<file path="src/rtl/mac_cmd_master.sv">
`default_nettype none
// ============================================================================
// Module : mac_cmd_master
// Brief  : AXI4-Lite master that runs one MAC command per request: writes A,
//          B and CTRL, polls STATUS, reads ACC back and returns a response.
// Rev    : 1.0
// ============================================================================
module mac_cmd_master #(
    parameter int ADDRESS    = 32,
    parameter int DATA_WIDTH = 32,
    parameter int MAC        = 8,
    parameter int POLL_LIMIT = 255
) (
    input  logic                  ACLK,
    input  logic                  ARESETN,
    input  logic                  cmd_valid,
    output logic                  cmd_ready,
    input  logic [MAC-1:0]        cmd_a,
    input  logic [MAC-1:0]        cmd_b,
    input  logic                  cmd_clear,
    output logic                  rsp_valid,
    input  logic                  rsp_ready,
    output logic [DATA_WIDTH-1:0] rsp_acc,
    output logic                  rsp_err,
    output logic [ADDRESS-1:0]    M_AWADDR,
    output logic                  M_AWVALID,
    input  logic                  M_AWREADY,
    output logic [DATA_WIDTH-1:0] M_WDATA,
    output logic [3:0]            M_WSTRB,
    output logic                  M_WVALID,
    input  logic                  M_WREADY,
    input  logic [1:0]            M_BRESP,
    input  logic                  M_BVALID,
    output logic                  M_BREADY,
    output logic [ADDRESS-1:0]    M_ARADDR,
    output logic                  M_ARVALID,
    input  logic                  M_ARREADY,
    input  logic [DATA_WIDTH-1:0] M_RDATA,
    input  logic [1:0]            M_RRESP,
    input  logic                  M_RVALID,
    output logic                  M_RREADY
);
    localparam logic [ADDRESS-1:0] IDX_CTRL   = ADDRESS'(0);
    localparam logic [ADDRESS-1:0] IDX_A      = ADDRESS'(1);
    localparam logic [ADDRESS-1:0] IDX_B      = ADDRESS'(2);
    localparam logic [ADDRESS-1:0] IDX_ACC    = ADDRESS'(3);
    localparam logic [ADDRESS-1:0] IDX_STATUS = ADDRESS'(4);
    localparam logic [8:0]         POLL_MAX   = 9'(POLL_LIMIT);

    typedef enum logic [3:0] {
        IDLE    = 4'd0,
        WR_A    = 4'd1,
        WR_B    = 4'd2,
        WR_CTRL = 4'd3,
        POLL_AR = 4'd4,
        POLL_R  = 4'd5,
        RD_AR   = 4'd6,
        RD_R    = 4'd7,
        RESP    = 4'd8
    } state_t;

    state_t                state_q, state_d;
    logic [MAC-1:0]        a_q, a_d, b_q, b_d;
    logic                  clr_q, clr_d;
    logic [8:0]            poll_cnt_q, poll_cnt_d;
    logic                  aw_done_q, aw_done_d, w_done_q, w_done_d;
    logic                  awvalid_q, awvalid_d, wvalid_q, wvalid_d, bready_q, bready_d;
    logic                  arvalid_q, arvalid_d, rready_q, rready_d;
    logic                  cmd_ready_q, cmd_ready_d;
    logic                  rsp_valid_q, rsp_valid_d, rsp_err_q, rsp_err_d;
    logic [ADDRESS-1:0]    awaddr_q, awaddr_d, araddr_q, araddr_d;
    logic [DATA_WIDTH-1:0] wdata_q, wdata_d, rsp_acc_q, rsp_acc_d;

    logic       aw_hs, w_hs, b_hs, ar_hs, r_hs;
    logic [8:0] poll_next;

    assign aw_hs     = awvalid_q & M_AWREADY;
    assign w_hs      = wvalid_q & M_WREADY;
    assign b_hs      = bready_q & M_BVALID;
    assign ar_hs     = arvalid_q & M_ARREADY;
    assign r_hs      = rready_q & M_RVALID;
    assign poll_next = poll_cnt_q + 9'd1;

    always_comb begin
        state_d     = state_q;
        a_d         = a_q;
        b_d         = b_q;
        clr_d       = clr_q;
        poll_cnt_d  = poll_cnt_q;
        aw_done_d   = aw_done_q;
        w_done_d    = w_done_q;
        awvalid_d   = awvalid_q;
        wvalid_d    = wvalid_q;
        bready_d    = bready_q;
        arvalid_d   = arvalid_q;
        rready_d    = rready_q;
        cmd_ready_d = cmd_ready_q;
        rsp_valid_d = rsp_valid_q;
        rsp_err_d   = rsp_err_q;
        rsp_acc_d   = rsp_acc_q;
        awaddr_d    = awaddr_q;
        araddr_d    = araddr_q;
        wdata_d     = wdata_q;
        case (state_q)
            IDLE: begin
                cmd_ready_d = 1'b1;
                if (cmd_valid && cmd_ready_q) begin
                    a_d         = cmd_a;
                    b_d         = cmd_b;
                    clr_d       = cmd_clear;
                    cmd_ready_d = 1'b0;
                    state_d     = WR_A;
                    awvalid_d   = 1'b1;
                    wvalid_d    = 1'b1;
                    aw_done_d   = 1'b0;
                    w_done_d    = 1'b0;
                    awaddr_d    = IDX_A;
                    wdata_d     = DATA_WIDTH'(cmd_a);
                end
            end
            WR_A, WR_B, WR_CTRL: begin
                if (aw_hs) begin
                    awvalid_d = 1'b0;
                    aw_done_d = 1'b1;
                end
                if (w_hs) begin
                    wvalid_d = 1'b0;
                    w_done_d = 1'b1;
                end
                // BREADY is registered, so it rises the cycle after the later of the two handshakes.
                bready_d = aw_done_d & w_done_d;
                if (b_hs) begin
                    bready_d = 1'b0;
                    if (M_BRESP != 2'b00) begin
                        state_d     = RESP;
                        rsp_valid_d = 1'b1;
                        rsp_err_d   = 1'b1;
                        rsp_acc_d   = '0;
                    end else if (state_q == WR_CTRL) begin
                        state_d   = POLL_AR;
                        arvalid_d = 1'b1;
                        araddr_d  = IDX_STATUS;
                    end else begin
                        awvalid_d = 1'b1;
                        wvalid_d  = 1'b1;
                        aw_done_d = 1'b0;
                        w_done_d  = 1'b0;
                        if (state_q == WR_A) begin
                            state_d  = WR_B;
                            awaddr_d = IDX_B;
                            wdata_d  = DATA_WIDTH'(b_q);
                        end else begin
                            state_d    = WR_CTRL;
                            awaddr_d   = IDX_CTRL;
                            wdata_d    = DATA_WIDTH'({clr_q, 1'b1});
                            poll_cnt_d = 9'd0;
                        end
                    end
                end
            end
            POLL_AR, RD_AR: begin
                if (ar_hs) begin
                    arvalid_d = 1'b0;
                    rready_d  = 1'b1;
                    state_d   = (state_q == POLL_AR) ? POLL_R : RD_R;
                end
            end
            POLL_R: begin
                if (r_hs) begin
                    rready_d   = 1'b0;
                    poll_cnt_d = poll_next;
                    if (M_RRESP != 2'b00 || (!M_RDATA[0] && poll_next >= POLL_MAX)) begin
                        state_d     = RESP;
                        rsp_valid_d = 1'b1;
                        rsp_err_d   = 1'b1;
                        rsp_acc_d   = '0;
                    end else begin
                        state_d   = M_RDATA[0] ? RD_AR : POLL_AR;
                        arvalid_d = 1'b1;
                        araddr_d  = M_RDATA[0] ? IDX_ACC : IDX_STATUS;
                    end
                end
            end
            RD_R: begin
                if (r_hs) begin
                    rready_d    = 1'b0;
                    state_d     = RESP;
                    rsp_valid_d = 1'b1;
                    rsp_err_d   = (M_RRESP != 2'b00);
                    rsp_acc_d   = (M_RRESP != 2'b00) ? '0 : M_RDATA;
                end
            end
            RESP: begin
                if (rsp_ready) begin
                    rsp_valid_d = 1'b0;
                    cmd_ready_d = 1'b1;
                    state_d     = IDLE;
                end
            end
            default: state_d = IDLE;
        endcase
    end

    always_ff @(posedge ACLK or negedge ARESETN) begin
        if (!ARESETN) begin
            state_q     <= IDLE;
            a_q         <= '0;
            b_q         <= '0;
            clr_q       <= 1'b0;
            poll_cnt_q  <= 9'd0;
            aw_done_q   <= 1'b0;
            w_done_q    <= 1'b0;
            awvalid_q   <= 1'b0;
            wvalid_q    <= 1'b0;
            bready_q    <= 1'b0;
            arvalid_q   <= 1'b0;
            rready_q    <= 1'b0;
            cmd_ready_q <= 1'b0;
            rsp_valid_q <= 1'b0;
            rsp_err_q   <= 1'b0;
            rsp_acc_q   <= '0;
            awaddr_q    <= '0;
            araddr_q    <= '0;
            wdata_q     <= '0;
        end else begin
            state_q     <= state_d;
            a_q         <= a_d;
            b_q         <= b_d;
            clr_q       <= clr_d;
            poll_cnt_q  <= poll_cnt_d;
            aw_done_q   <= aw_done_d;
            w_done_q    <= w_done_d;
            awvalid_q   <= awvalid_d;
            wvalid_q    <= wvalid_d;
            bready_q    <= bready_d;
            arvalid_q   <= arvalid_d;
            rready_q    <= rready_d;
            cmd_ready_q <= cmd_ready_d;
            rsp_valid_q <= rsp_valid_d;
            rsp_err_q   <= rsp_err_d;
            rsp_acc_q   <= rsp_acc_d;
            awaddr_q    <= awaddr_d;
            araddr_q    <= araddr_d;
            wdata_q     <= wdata_d;
        end
    end

    assign cmd_ready = cmd_ready_q;
    assign rsp_valid = rsp_valid_q;
    assign rsp_acc   = rsp_acc_q;
    assign rsp_err   = rsp_err_q;
    assign M_AWADDR  = awaddr_q;
    assign M_AWVALID = awvalid_q;
    assign M_WDATA   = wdata_q;
    assign M_WSTRB   = 4'hF;
    assign M_WVALID  = wvalid_q;
    assign M_BREADY  = bready_q;
    assign M_ARADDR  = araddr_q;
    assign M_ARVALID = arvalid_q;
    assign M_RREADY  = rready_q;

endmodule
`default_nettype wire

</file>
<file path="config.mk">
export PLATFORM = sky130hd
export DESIGN_NAME = mac_cmd_master
export DESIGN_NICKNAME = d
export VERILOG_FILES = /design/src/rtl/mac_cmd_master.sv
export SDC_FILE = /design/constraint.sdc
export NUM_CORES = 1
export LEC_CHECK = 0
export CAP_MARGIN = 10
export CORE_ASPECT_RATIO = 1.25
export CORE_MARGIN = 2
export CORE_UTILIZATION = 43
export DETAILED_ROUTE_END_ITERATION = 10
export PLACE_DENSITY = 0.8
export SLEW_MARGIN = 20
export SYNTH_ARGS = -nofsm -noshare
export SYNTH_HDL_FRONTEND = slang
export SYNTH_SLANG_ARGS = --single-unit
</file>
<file path="constraint.sdc">
create_clock -name ACLK -period 2.8 [get_ports ACLK]
set_input_delay 0.56 -clock ACLK [delete_from_list [all_inputs] [get_ports ACLK]]
set_output_delay 0.56 -clock ACLK [all_outputs]
set_load 0.02 [all_outputs]
</file>
# --- After elaboration in Yosys (flattened, before gate mapping) ---
# Cells that the tools add are included.
classes:
  addsub: 1
  order_cmp: 1
  n_eq_ne: 22
  mux: 92
  bitwise_logic: 6
  reduce_logical: 28
ops:
  columns: ["op", "n"]
  rows:
  - ["$mux 32", 19]
  - ["$pmux 32 s2", 3]
  - ["$pmux 32 s3", 1]
  - ["$mux 9", 5]
  - ["$mux 1", 39]
  - ["$mux 4", 8]
  - ["$ne 2x2->1 const B", 13]
  - ["$pmux 4 s6", 1]
  - ["$reduce_and 6->1", 4]
  - ["$pmux 9 s2", 1]
  - ["$eq 4x3->1 const B", 4]
  - ["$reduce_and 7->1", 2]
  - ["$pmux 1 s2", 6]
  - ["$reduce_bool 2->1", 6]
  - ["$add 9x1->9 const B", 1]
  - ["$ge 9x8->1 const B", 1]
  - ["$eq 4x2->1 const B", 2]
  - ["$mux 8", 1]
  - ["$and 1x1->1", 6]
  - ["$mux 2", 3]
  - ["$mux 3", 2]
  - ["$pmux 1 s3", 2]
  - ["$reduce_and 2->1", 3]
  - ["$reduce_bool 3->1", 2]
  - ["other kinds (13)", 15]
word_totals:
  register_bits: 160
  in_bits: 62
  output_inout_bits: 140
  word_cells: 168

# --- Logic depth before layout (Yosys ltp) ---
# Gate-level depths: netlist of run 1.
depth:
  depth_word: 7
  depth_mapped: 9
  ltp_nobuf: 7

# --- Least setup slack after synthesis of run 1 ---
# No wires, ideal clock.
synth_timing:
  kind: "input-to-reg"
  from: "in M_BRESP[1]"
  to: "reg wdata_q[1] (netlist: M_WDATA[1])"
  setup_ns: 0.126
  t_arrival_ns: 1.924
  t_required_ns: 2.674
  setup_slack_ns: 0.750
  cell_stages: 5
  n_path_buf: 1
  cell_sequence: "or2_1 maj3_1 or3_1 clkbuf_1 a221o_1"
synth_between:
  elab_chain_len: 3
synth_rtl:
  columns: ["element", "line", "text"]
  rows:
  - ["from (decl)", "32", "input logic [1:0] M_BRESP,"]
  - ["$reduce_bool 2->1", "134", "if (M_BRESP != 2'b00) begin"]
  - ["$ne 2x2->1 (no source line)", null, null]
  - ["$reduce_and 5->1 (no source line)", null, null]
  - ["to (signal assigned)", "244", "wdata_q <= wdata_d;"]
  - ["to (decl)", "72", "logic [DATA_WIDTH-1:0] wdata_q, wdata_d, rsp_acc_q, rsp_acc_d;"]
# Every way passes these cells.
# A chain may end at the register's enable or synchronous reset.

# --- Worst setup path after layout of run 1 ---
layout_timing:
  from: "in M_RDATA[0]"
  to: "reg rsp_acc_q[3] (netlist: rsp_acc[3])"
layout_between:
  elab_chain_len: 5
layout_rtl:
  columns: ["element", "line", "text"]
  rows:
  - ["from (decl)", "38", "input logic [DATA_WIDTH-1:0] M_RDATA,"]
  - ["$logic_not 1->1", "172", "if (M_RRESP != 2'b00 || (!M_RDATA[0] && poll_next >= POLL_MAX)) begin"]
  - ["$logic_and 1x1->1", "172", null]
  - ["$logic_or 1x1->1", "172", null]
  - ["$ne 2x2->1 (no source line)", null, null]
  - ["$reduce_and 6->1 (no source line)", null, null]
  - ["to (signal assigned)", "241", "rsp_acc_q <= rsp_acc_d;"]
  - ["to (decl)", "72", null]
# Every way passes these cells.

==> run summary, run 1 <==
Of the cells placed in the final design, the portion with a size suffix greater than 1 is 6.333%. The via count of the routed design is 3551. The first-pass iteration count of the detailed router came out at 4.

The worst reg2reg path endpoint is rsp_acc[3]. The number of register bits inferred by synthesis is 76. Global routing consumed, on the met2 layer, 28.60% of the routing resources. The total length of routed wires is 9.749 mm. In the final routed layout, each cell accounts on average for 13.32 um. Global routing finished with a remaining overflow of 0. The largest stage delay on the critical path came out at 0.55 ns. The final total power is 4.473 mW. For this run, the leading register cell type out of synthesis is dfrtp_1. VDD sags by at most 0.4704 mV. The count of pins on the block boundary is 202.

The number of H-tree levels is 3. For this design, the CTS-stage hold fixing added 0 buffers. The data required time at the worst endpoint is 3.05 ns.

The period utilization came out at 82.28%. The data arrival at the endpoint of the critical path came out at 2.55 ns. The setup clock skew after layout came out at 0.007915 ns. The switching power is 1.638 mW. In this run the remaining antenna-violating nets after routing total 0.

In the routed design, unresolved DRC markers number 0. The endpoint type of the worst setup path is a flip-flop. The global-route wire length before repair came out at 15.70 mm. The layout has 951 filler cells. The met1 demand-to-capacity share in global routing came out at 21.09%. The TritonCTS clock tree is yes.

The final max-slew violation count came to 0. The die area came out at 0.01143 mm2. Entering global routing, the biggest net connects 77 pins. The path class of the tightest hold or removal check is in -> async. The reported max-cap violation count came out at 0. The clock tree root buffer cell is clkbuf_16. The number of DRC markers in iteration 0 is 213. The Yosys step of the flow raised 0 warnings.

Adding up every negative setup slack in the final design gives 0 ns. The total number of clock tree sinks came out at 76. The post-synthesis to final-layout area growth is 26.67%.

The final layout net count is 659. Of all nets on the critical path, the largest fanout is 35. The die is 96.01 um wide. The nature of the critical path startpoint is a primary input. The synthesized instance count came out at 487. Counting flops with an async set or reset pin after synthesis yields a share of 100.0%. The area inside the core boundary came out at 0.01046 mm2. The CTS clock-pin slew for the worst setup and hold paths is 0.06 ns.

In this run the critical register-to-register path is launched from poll_cnt_q[0]. The depth of the worst register-to-register path came out at 7. Traced cell by cell, the critical path runs through clkdlybuf4s50_1, or3b_1, o32ai_2, nor2_1, a22oi_2, buf_12, mux2i_1.

The analysis attributes to cell leakage a power of 2.705 nW. The routability-driven placement congestion ratio is 0.8912. The share of synthesized area occupied by flip-flops and latches came out at 41.79%. The switching part of the total power is 36.62%. Global routing used 17.43% of the available tracks. The buffer levels on the longest clock path is 2. The proportion of power drawn by flip-flops and latches came out at 34.0%.

In the layout the commonest cells are clkdlybuf4s50_1 (113), conb_1 (87), nand2_1 (78), dfrtp_1 (76), inv_1 (40). The global routing usage on met3 is 5.376%. The clock share of power is 26.6%. The run finished with clean final reports. The actual slew at the worst max-slew pin came out at 0.9618 ns.

The total standard cell area after synthesis is 0.004551 mm2. The worst relative slew slack came out at 35.88%. The internal portion of total power is 2.835 mW. The count of buffers from port buffering is 114. The later-pin clock latency in the skew report came out at 0.34 ns. The worst path needs 2.304 ns of the cycle, external delays included.

Setup violations remaining at the end of the flow were counted as 0. Counting flops with a built-in enable in the synthesized netlist gives 0. A synthesized cell averages 9.344 um2. The most common cell after layout, fill and taps aside is clkdlybuf4s50_1. The setup slack on the worst flop-to-flop path came out at 0.58 ns. The starting utilization of the core area came out at 43.52%. The HPWL after detailed placement is 7.105 mm.

The total inserted antenna cells came out at 0. The power density over the cells came out at 776.0 mW/mm2. The floorplan step set the die height to 119.0 um. The number of buffers inserted by post-CTS setup repair is 0. The number of different library cells used by synthesis comes to 65. The global routing stage identified its most utilized layer as met2. The initial antenna violation count came out at 0. The highest attainable clock frequency is 0.4340 GHz. The slowest stage of the critical path is the clkdlybuf4s50_1 cell. The number of hold violations in the final report is 0. Setup repair after global routing left no endpoint under its margin. By startpoint and endpoint, the worst setup path is classified as in -> reg. The combinational share of power is 39.3%. The via count of the first global-routing pass came to 3308. The mean number of vias per cell came out at 4.851. Gates resized during post-CTS repair numbered 0. The number of buffers added by the clock tree synthesis step came out at 9. The number of cell rows came out at 42.
-- per-stage QoR --
step                setup slack (ns)  util, %  area [um2]  hold WS, ns  std cells
CTS                           0.4804    55.12        5764       0.4264        732
finish                        0.4961    55.12        5764       0.3730        732
floorplan                     0.7501        -        4870       0.2644        572
global placement              0.2038    52.14        5453       0.4499        716
detailed placement            0.1274    52.14        5453       0.4609        716
global route                  0.3849    55.12        5764       0.4657        732
-- critical path, delay by kind of cell --
family          cells  cell delay, ns
compound gates      2            0.39
buf+inv             2            0.81
mux                 1            0.23
simple gates        2            0.53
-- per-layer routing --
metal	wire length (um)	share of wire [%]
met5	0	0
met2	4766	49
met4	227	2.3
met1	3957	41
met3	797	8.2
-- cells by family after synthesis --
logic type	after synthesis	synth area share, %
other cells	2	0.1650
xor+xnor	3	0.5775
compound gates	71	12.07
fa+ha+maj	4	0.9898
flops	76	41.79
buf+inv	150	20.84
simple gates	144	15.37
mux	37	8.194
-- power groups by stage --
stage / Combinational (mW) / Sequential (mW) / Clock [mW]
2_1_floorplan: 1.34 / 1.56 / 0
3_3_place_gp: 1.73 / 1.53 / 0
3_5_place_dp: 1.77 / 1.53 / 0
4_1_cts: 1.77 / 1.52 / 1.22
5_1_grt: 1.92 / 1.56 / 1.27
6_report: 1.76 / 1.52 / 1.19
-- sequential cells by signal (all words and copies together), names as in the netlist --
register,flops
M_RREADY,1
rsp_err,1
poll_cnt_q,9
M_AWADDR,2
w_done_q,1
state_q,4
M_BREADY,1
cmd_ready,1
M_ARADDR,2
M_AWVALID,1
M_WDATA,8
aw_done_q,1
rsp_acc,32
clr_q,1
b_q,8
rsp_valid,1
M_ARVALID,1
M_WVALID,1
-- final cells by class --
| class | instances | area, um2 | share of cell area, % |
|---|---|---|---|
| inverters | 40 | 150.1 | 2.605 |
| clock inverters | 5 | 58.81 | 1.020 |
| flip-flops and latches | 76 | 1902 | 32.99 |
| clock buffers | 11 | 252.7 | 4.385 |
| repair buffers | 122 | 1211 | 21.01 |
| well taps | 132 | 165.2 | 2.865 |
| multi-input cells | 346 | 2024 | 35.12 |
-- how the worst max path moves through the flow --
stage / from / to / slack (ns) / depth (start not counted)
after floorplan: M_BRESP[1] / M_WDATA[1] / 0.75 / 5
after global placement: M_BRESP[0] / M_WDATA[2] / 0.20 / 5
after detailed placement: M_RDATA[0] / rsp_acc[23] / 0.13 / 7
after CTS: M_RDATA[0] / rsp_acc[23] / 0.48 / 7
after global routing: M_RDATA[0] / rsp_acc[20] / 0.38 / 7
final: M_RDATA[0] / rsp_acc[3] / 0.50 / 7
-- cells in the mapped netlist (3+ instances only) --
cell,n,area (um2)
a21o_1,3,22.52
nand3_1,10,50.05
o21ai_0,12,60.06
nor2_1,14,52.55
nand2b_1,5,31.28
a31oi_1,4,25.02
inv_1,40,150.1
nor3_1,6,30.03
buf_4,88,660.6
mux2i_1,35,350.3
or3_1,7,43.79
clkbuf_1,14,52.55
and3_1,6,37.54
a21oi_1,9,45.04
a221o_1,8,80.08
o31ai_1,9,67.56
buf_2,3,15.01
dfrtp_1,76,1902
nand2_1,78,292.8
(Power assumes the default switching activity.)
==> run 2, diff against run 1 <==
- CORE_UTILIZATION: 43 -> 39
- PLACE_DENSITY: 0.8 -> 0.76
- clock period: 2.8 -> 1.9 ns (I/O delays scaled with it)
==> run summary, run 2 (synthesis results as in run 1) <==
The final number of setup-violating endpoints is 44. STA puts the critical path data required time at 2.11 ns. Setup repair after global routing could not meet its margin everywhere.

The final reports fail on hold timing, setup timing. Of all nets on the critical path, the largest fanout is 9. In this design, the stage delay of the slowest critical-path cell is 0.41 ns.

Global routing used 18.54% of the available tracks across all layers. The total inserted antenna cells came out at 0. The die area is 0.01255 mm2.

The reported max-cap violation count is 0. The routability-driven placement congestion ratio is 0.8739. The worst-case hold slack is -0.006060 ns.

The number of DRC markers in iteration 0 came out at 168. The die height is 124.8 um. The first-pass iteration count of the detailed router is 4. The total global routing overflow came out at 0.

The largest net degree at the start of global routing is 44. The final layout net count came out at 723. The most common cell after layout, fill and taps aside is clkdlybuf4s50_1. The flip-flop count of the largest register, all copies and words added is 32. The number of cell rows is 44. The CTS clock-pin slew for the worst setup and hold paths came out at 0.06 ns. The reported leakage power came out at 3.098 nW. The power density over the cells came out at 1183 mW/mm2. The design draws 7.910 mW. The worst-case IR drop observed on VDD is 0.8266 mV. The via count of the first global-routing pass is 3945. The global-route wire length before repair came out at 18.58 mm. The slowest stage of the critical path is the dfrtp_1 cell. The category of the critical setup timing path is reg -> reg. The final total negative setup slack came out at -3.450 ns.

The routed layout has 3846 vias. The final max-slew violation count is 0. The buffer levels on the longest clock path came out at 2. In this run the cell area measured after placement is 0.005861 mm2. The floorplan step set the die width to 100.6 um. Counting I/O delays and the setup requirement, the final critical path takes 2.009 ns. The final layout contains routed wiring with a total length of 11.87 mm. Using the TritonRoute via totals, the vias-per-cell ratio works out to 4.801.

The worst setup path is captured at a flip-flop. The share of post-route cells with drive strength above 1 is 22.17%. In this run the count of I/O pins placed on the die edge is 202. TritonCTS built the clock tree. The root buffer cell chosen for the clock tree is clkbuf_16. The slack of the critical path came out at -0.1091 ns. The initial antenna violation count is 0. The worst min-delay path class is in -> async. The post-synthesis to final-layout area growth came out at 46.96%.

The worst setup path is launched from a flip-flop. The actual slew at the worst max-slew pin is 0.6324 ns. The post-layout instance area came out at 0.006688 mm2. The data arrival at the endpoint of the critical path came out at 2.22 ns. The run finished, with violations left. The total number of clock tree sinks came out at 76. The setup clock skew after layout came out at 0.006144 ns. The worst relative slew slack is 57.39%.

The number of hold violations in the final report came to 5. Traced cell by cell, the critical path runs through ha_4, nand2_2, or3_4, a211oi_4, a22oi_2, buf_6, buf_12, mux2i_1. In the layout the commonest cells are clkdlybuf4s50_1 (107), conb_1 (87), nand2_1 (74), dfrtp_1 (72), buf_4 (53). The number of H-tree levels is 3. Buffers placed on the I/O ports in this run total 114. Dividing the detail-routed wire length by the instance count gives 14.82 um. The utilization after layout is 58.12%. The detail route stage leaves a number of antenna-violating nets equal to 0. The period utilization is 105.7%.

The area inside the core boundary came out at 0.01151 mm2. The highest attainable clock frequency is 0.4977 GHz. The starting utilization of the core area came out at 39.55%. The half-perimeter wire length after placement is 8.098 mm. In the routed design, unresolved DRC markers number 0. The later pin in the worst-skew pair is clocked with a latency of 0.34 ns. TritonCTS created 9 clock buffers.
-- run 2: through the flow --
step / setup WS, ns / cells
after CTS: -0.09323 / 800
after floorplan: -0.01215 / 572
after global placement: -0.5264 / 768
after detailed placement: -0.5666 / 768
after global routing: -0.2076 / 801
final: -0.1091 / 801
-- run 2: cell type report --
cell class / count / area [um2]
Clock inverter: 6 / 90.09
Timing Repair Buffer: 185 / 1822
Fill cell: 995 / 4818
Multi-Input combinational cell: 347 / 2321
Clock buffer: 9 / 225.2
Inverter: 40 / 150.1
Tap cell: 138 / 172.7
Sequential cell: 76 / 1907
-- run 2: timing repair --
| item | in CTS | in global routing |
|---|---|---|
| setup buffers | 13 | 4 |
| hold buffers | 0 | 0 |
| pin swaps | 14 | 15 |
| resized for setup | 40 | 38 |
| cloned | 4 | 1 |
| setup endpoints to repair | 54 | 66 |
-- run 2: worst paths after layout --
kind | startpoint | end | slack, ns | cells past startpoint
min in group ACLK | b_q[7] | b_q[7] | 0.47 | 2
setup reg to reg | poll_cnt_q[1] | rsp_acc[10] | -0.11 | 8
max in group asynchronous | ARESETN | M_BREADY | 1.31 | 2
hold / removal | ARESETN | rsp_acc[8] | -0.006 | 1
setup / recovery | poll_cnt_q[1] | rsp_acc[10] | -0.11 | 8
hold reg to reg | b_q[7] | b_q[7] | 0.47 | 2
-- run 2: worst max-delay path, delay by kind of cell, from the launching register on --
kind | cells | cell delay (ns)
AND/OR/NAND/NOR | 2 | 0.46
flip-flops | 1 | 0.41
adder cells (fa/ha/maj) | 1 | 0.20
AO/OA/AOI/OAI | 2 | 0.39
multiplexers | 1 | 0.12
buffers and inverters | 2 | 0.31
-- run 2: where the power goes --
group,switching (mW),internal [mW]
Clock,0.684,1.14
Sequential,0.238,1.93
Combinational,1.96,1.95
-- run 2: layer usage --
layer | track usage, % | routed length [um] | vias up
met4 | 7.575 | 159 | 0
met5 | 0 | 0 | -
met3 | 4.209 | 717 | 15
li1 | - | - | 1812
met1 | 20.59 | 4646 | 1853
met2 | 33.33 | 6342 | 166
